$ cat config.mk
export PLATFORM = sky130hd
export DESIGN_NAME = seq_divider
export DESIGN_NICKNAME = d
export VERILOG_FILES = /design/src/rtl/seq_divider.sv
export SDC_FILE = /design/constraint.sdc
export NUM_CORES = 1
export LEC_CHECK = 0
export BUFFER_PORTS_ARGS = -buffer_cell sky130_fd_sc_hd__buf_2
export CAP_MARGIN = 20
export CORE_MARGIN = 4
export CORE_UTILIZATION = 30
export CTS_CLUSTER_DIAMETER = 40
export DETAILED_ROUTE_END_ITERATION = 7
export HOLD_SLACK_MARGIN = 0.12
export PLACE_DENSITY = 0.48
export RECOVER_POWER = 25
export SLEW_MARGIN = 20
export SYNTH_ARGS = -nofsm -noshare
export SYNTH_HDL_FRONTEND = slang
export SYNTH_SLANG_ARGS = --single-unit
$ cat constraint.sdc
create_clock -name clk -period 4.35 [get_ports clk]
set_input_delay 0.435 -clock clk [delete_from_list [all_inputs] [get_ports clk]]
set_output_delay 0.435 -clock clk [all_outputs]
set_load 0.03 [all_outputs]
$ cat src/rtl/seq_divider.sv
// seq_divider: multi-cycle restoring integer divider retiring one quotient bit per clock.
// Per-operation signed/unsigned selection; valid/ready handshake on operand and result sides.
module seq_divider #(
    parameter int WIDTH = 32
) (
    input  logic             clk,
    input  logic             rst_n,
    input  logic             in_valid,
    output logic             in_ready,
    input  logic             is_signed,
    input  logic [WIDTH-1:0] dividend,
    input  logic [WIDTH-1:0] divisor,
    input  logic             abort,
    output logic             out_valid,
    input  logic             out_ready,
    output logic [WIDTH-1:0] quotient,
    output logic [WIDTH-1:0] remainder,
    output logic             div_by_zero,
    output logic             overflow
);

    localparam int               CNT_W     = $clog2(WIDTH);
    localparam logic [CNT_W-1:0] LAST_STEP = CNT_W'(WIDTH - 1);
    localparam logic [WIDTH-1:0] MIN_VAL   = {1'b1, {(WIDTH-1){1'b0}}};

    typedef enum logic [1:0] {
        IDLE,
        CALC,
        FIX,
        DONE
    } state_t;

    state_t             state;
    state_t             state_nxt;
    logic               accept;
    logic               dvz;
    logic [CNT_W-1:0]   step;
    logic               neg_q;
    logic               neg_r;
    logic               ovf_pend;

    logic [WIDTH:0]     part_rem;
    logic [WIDTH-1:0]   quot_sh;
    logic [WIDTH-1:0]   dvs_mag;
    logic [WIDTH+1:0]   trial;
    logic [WIDTH+1:0]   diff;
    logic               trial_neg;

    // MIN maps to 2^(WIDTH-1), which is still exact as an unsigned magnitude
    function automatic logic [WIDTH-1:0] magnitude(input logic signed [WIDTH-1:0] v);
        logic signed [WIDTH-1:0] m;
        m = (v < 0) ? -v : v;
        return m;
    endfunction

    function automatic logic [WIDTH-1:0] apply_sign(input logic [WIDTH-1:0] v, input logic neg);
        return neg ? -v : v;
    endfunction

    assign in_ready = (state == IDLE);
    assign dvz      = (divisor == '0);

    always_comb begin
        state_nxt = state;
        accept    = 1'b0;
        if (abort) begin
            state_nxt = IDLE;
        end else begin
            case (state)
                IDLE: begin
                    if (in_valid) begin
                        accept    = 1'b1;
                        state_nxt = dvz ? DONE : CALC;
                    end
                end
                CALC:    if (step == LAST_STEP) state_nxt = FIX;
                FIX:     state_nxt = DONE;
                DONE:    if (out_valid && out_ready) state_nxt = IDLE;
                default: state_nxt = IDLE;
            endcase
        end
    end

    always_ff @(posedge clk or negedge rst_n) begin
        if (!rst_n) begin
            state       <= IDLE;
            step        <= '0;
            out_valid   <= 1'b0;
            neg_q       <= 1'b0;
            neg_r       <= 1'b0;
            ovf_pend    <= 1'b0;
            quotient    <= '0;
            remainder   <= '0;
            div_by_zero <= 1'b0;
            overflow    <= 1'b0;
        end else begin
            state     <= state_nxt;
            out_valid <= (state_nxt == DONE);
            if (accept) begin
                step        <= '0;
                neg_q       <= is_signed & (dividend[WIDTH-1] ^ divisor[WIDTH-1]);
                neg_r       <= is_signed & dividend[WIDTH-1];
                ovf_pend    <= is_signed & (dividend == MIN_VAL) & (divisor == '1);
                div_by_zero <= dvz;
                overflow    <= 1'b0;
                if (dvz) begin
                    quotient  <= '1;
                    remainder <= dividend;
                end
            end else if (state == CALC) begin
                step <= step + CNT_W'(1);
            end
            // abort in FIX must leave the previous result untouched
            if (!abort && state == FIX) begin
                quotient  <= apply_sign(quot_sh, neg_q);
                remainder <= apply_sign(part_rem[WIDTH-1:0], neg_r);
                overflow  <= ovf_pend;
            end
        end
    end

    // Trial subtraction carries one extra bit so its MSB is the borrow/sign
    assign trial     = {part_rem, quot_sh[WIDTH-1]};
    assign diff      = trial - {2'b00, dvs_mag};
    assign trial_neg = diff[WIDTH+1];

    always_ff @(posedge clk) begin
        if (accept) begin
            part_rem <= '0;
            quot_sh  <= is_signed ? magnitude(dividend) : dividend;
            dvs_mag  <= is_signed ? magnitude(divisor) : divisor;
        end else if (state == CALC) begin
            part_rem <= trial_neg ? trial[WIDTH:0] : diff[WIDTH:0];
            quot_sh  <= {quot_sh[WIDTH-2:0], ~trial_neg};
        end
    end

endmodule
==> impl_metrics.py <==
metrics = {
    "route": {
        "via_count": 9253,
        "avgRoutedWirePerCell_um": 16.9,
        "drc": 0,
        "drtIter0Drc": 453,
        "vias_per_cell": 4.98,
        "wirelength_um": 31300,
        "first_pass_iters": 5,
        "antenna_left": 0,
    },
    "timing": {
        "final-setup-viol-count": 0,
        "hold_slack_ns": 0.196,
        "relSlewSlack_pct": -33.3,
        "clock_skew_ns": 0.0175,
        "period_share_pct": 76.5,
        "hold_viol": 0,
        "drv_slew": 78,
        "tightest_slew_ns": 2.00,
        "rsz0062_at_grt": "false",
        "max_clock_freq_ghz": 0.301,
        "setup_tns_ns": 0,
        "final.min_clock_period_ns": 3.33,
    },
    "worst_setup_path": {
        "crit_arrival_ns": 3.64,
        "r2r-end": "part_rem[32]$_SDFFE_PP0P_",
        "max_stage_delay_ns": 0.52,
        "worstPathMaxFanout": 4,
        "path_class": "flop to flop",
        "cp.depth": 12,
        "critPathRequiredTime_ns": 4.66,
        "cp-end-kind": "flop",
        "cp_num_buf_inv": 1,
        "rrSetupSlack_ns": 1.02,
        "r2r-start": "quot_sh[31]$_DFFE_PP_",
        "crit_path_top_delay_cell": "a211oi_1",
        "ff2ff_path_depth": 12,
        "crit_family": "compound AO/OA/AOI/OAI gates",
        "crit_path_frequent_cell": "o211ai_1",
        "startpoint_type": "flop",
        "crit_chain": "inv_1 -> ha_1 -> fa_1 -> nand2b_1 -> a211oi_1 -> o211ai_1 -> nand4_1 -> a31oi_1 -> o21a_1 -> o211ai_1 -> xor2_1 -> o21ai_0",
    },
    "floorplanning": {
        "die_area_um2": 40500,
        "die_w_um": 201,
        "num_rows": 70,
        "start_util_pct": 30.5,
        "dieHeight_um": 201,
        "coreArea_um2": 36700,
        "ios": 138,
    },
    "global_routing": {
        "grt_max_degree": 78,
        "grt.overflow.total": 0,
        "antenna_found_initial": 0,
        "grt_pass1_vias": 9108,
        "grt.total_usage_pct": 15.5,
        "grt_first_pass_wirelength_um": 51200,
    },
    "clock_tree": {
        "root_buffer": "clkbuf_16",
        "holdBufCountCts": 0,
        "clockBufferDepth": 2,
        "insertion_delay_ns": 0.44,
        "cts_buffers": 17,
        "clk_pin_slew_worst_paths_ns": 0.07,
        "cts.sinks": 174,
        "cts_tree": "built",
        "cts_resized": 0,
        "postCtsSetupBuffers": 0,
        "htree_num_levels": 4,
    },
    "synth": {
        "yosysTopAreaCell": "dfrtp_1",
        "synth_enable_flop_cells": 64,
        "avgSynthCellArea_um2": 8.77,
        "async_flop_share_pct": 44.3,
        "ys_top_cells_by_area": "dfrtp_1 17%, edfxtp_1 17%, xor2_1 6.7%, dfxtp_1 5.9%, o21ai_0 5.7%",
        "netlist.area_leader.share_pct": 17.2,
        "synth_cell_type_count": 57,
        "ys_seq_area_share_pct": 40.3,
        "yosys_warnings": 0,
        "syn_inst": 1276,
        "ys_seq_elements": 174,
        "ys.flop_type": "dfrtp_1",
        "synth_nets": 1386,
        "synth_most_common_cell": "nand2_1",
        "ys_top_cells_by_count": "166 x nand2_1, 128 x o21ai_0, 92 x a21oi_1, 85 x xor2_1, 82 x nor2_1",
        "netlist_area_um2": 11200,
    },
    "layout": {
        "layout-drive-gt1-share_pct": 13.7,
        "finalInstanceArea_um2": 12900,
        "antenna_cells": 0,
        "nNetsFinal": 1487,
        "num-fill-cells": 3811,
        "syn_to_final_growth_pct": 15.4,
        "postLayoutCoreUtil_pct": 35.2,
    },
    "power_and_ir_drop": {
        "vdd_ir_drop_max_mv": 0.385,
        "leakage_nw": 5.73,
        "power_density_nw_per_um2": 504,
    },
    "worst_hold_path": {
        "hold_depth": 2,
        "hold_end": "state[0]$_DFF_PN0_",
        "hp-start": "abort",
        "hp-class": "input port to flop",
    },
    "outcome": {
        "status": "finished, violations left",
        "failed_checks": "max-capacitance violations, max-slew violations",
    },
    "placement": {
        "placed_area_um2": 12300,
        "portBuffers": 137,
        "hpwl_um": 24100,
        "routabilityCongestion": 0.889,
    },
    "run": {
        "maxCapViolCount": 1,
    },
}
how the worst max path moves through the flow:
| stage | startpoint | end | slack (ns) |
|---|---|---|---|
| final | quot_sh[31]$_DFFE_PP_ | part_rem[32]$_SDFFE_PP0P_ | 1.02 |
| after detailed placement | divisor[8] | remainder[18]$_DFFE_PN0P_ | 0.65 |
| after floorplan | part_rem[23]$_SDFFE_PP0P_ | part_rem[31]$_SDFFE_PP0P_ | 1.27 |
| after global placement | divisor[8] | remainder[9]$_DFFE_PN0P_ | 0.72 |
| after CTS | quot_sh[31]$_DFFE_PP_ | part_rem[32]$_SDFFE_PP0P_ | 1.04 |
| after global routing | divisor[8] | remainder[16]$_DFFE_PN0P_ | 0.79 |
where the power goes:
group,internal [mW],switching [mW]
Combinational,1.09,1.44
Clock,0.921,0.703
Sequential,1.96,0.384
per-layer routing:
layer	up-vias	track usage (%)	wire (µm)
met1	4298	22.3	15600
li1	4749	-	-
met5	-	0	0
met2	187	24.7	14100
met4	0	2.90	292
met3	19	2.82	1340
final cells by class:
class	instances	area, µm²	area share [%]
tap	468	586	4.53
clock buffer	19	433	3.35
inverter	54	203	1.57
multi-input combinational	982	6240	48.3
timing repair buffer	148	768	5.95
clock inverter	13	178	1.38
sequential	174	4510	34.9
cell families (layout without fill, tap and decap cells):
logic type	after synthesis	in the layout	share of synthesized area [%]
compound gates	338	338	18.5
xor+xnor	150	150	11.7
fa+ha+maj	40	40	4.54
buf+inv	120	234	4.09
flops	174	174	40.3
mux	42	42	3.76
simple gates	412	412	17.1
metrics by stage:
stage / total power, mW / cells / setup WS (ns)
2_1_floorplan: 4.20 / 1276 / 1.27
3_5_place_dp: 4.93 / 1825 / 0.646
4_1_cts: 6.58 / 1857 / 1.04
3_3_place_gp: 4.91 / 1825 / 0.724
5_1_grt: 7.01 / 1858 / 0.791
6_report: 6.51 / 1858 / 1.02
cell usage in the layout (no fill, tap or decap), types with 54 or more instances in the layout:
cell type  count
nand2_1      165
o21ai_0      128
buf_2        124
a21oi_1       92
xor2_1        85
nor2_1        82
dfrtp_1       77
xnor2_1       64
edfxtp_1      64
inv_1         54
sequential cells by signal, indices dropped and copies added, names as in the netlist:
name,count
state,2
dvs_mag,32
neg_r,1
quot_sh,32
part_rem,33
overflow,1
neg_q,1
out_valid,1
ovf_pend,1
div_by_zero,1
step,5
quotient,32
remainder,32
Power figures use the tool's default switching activity.
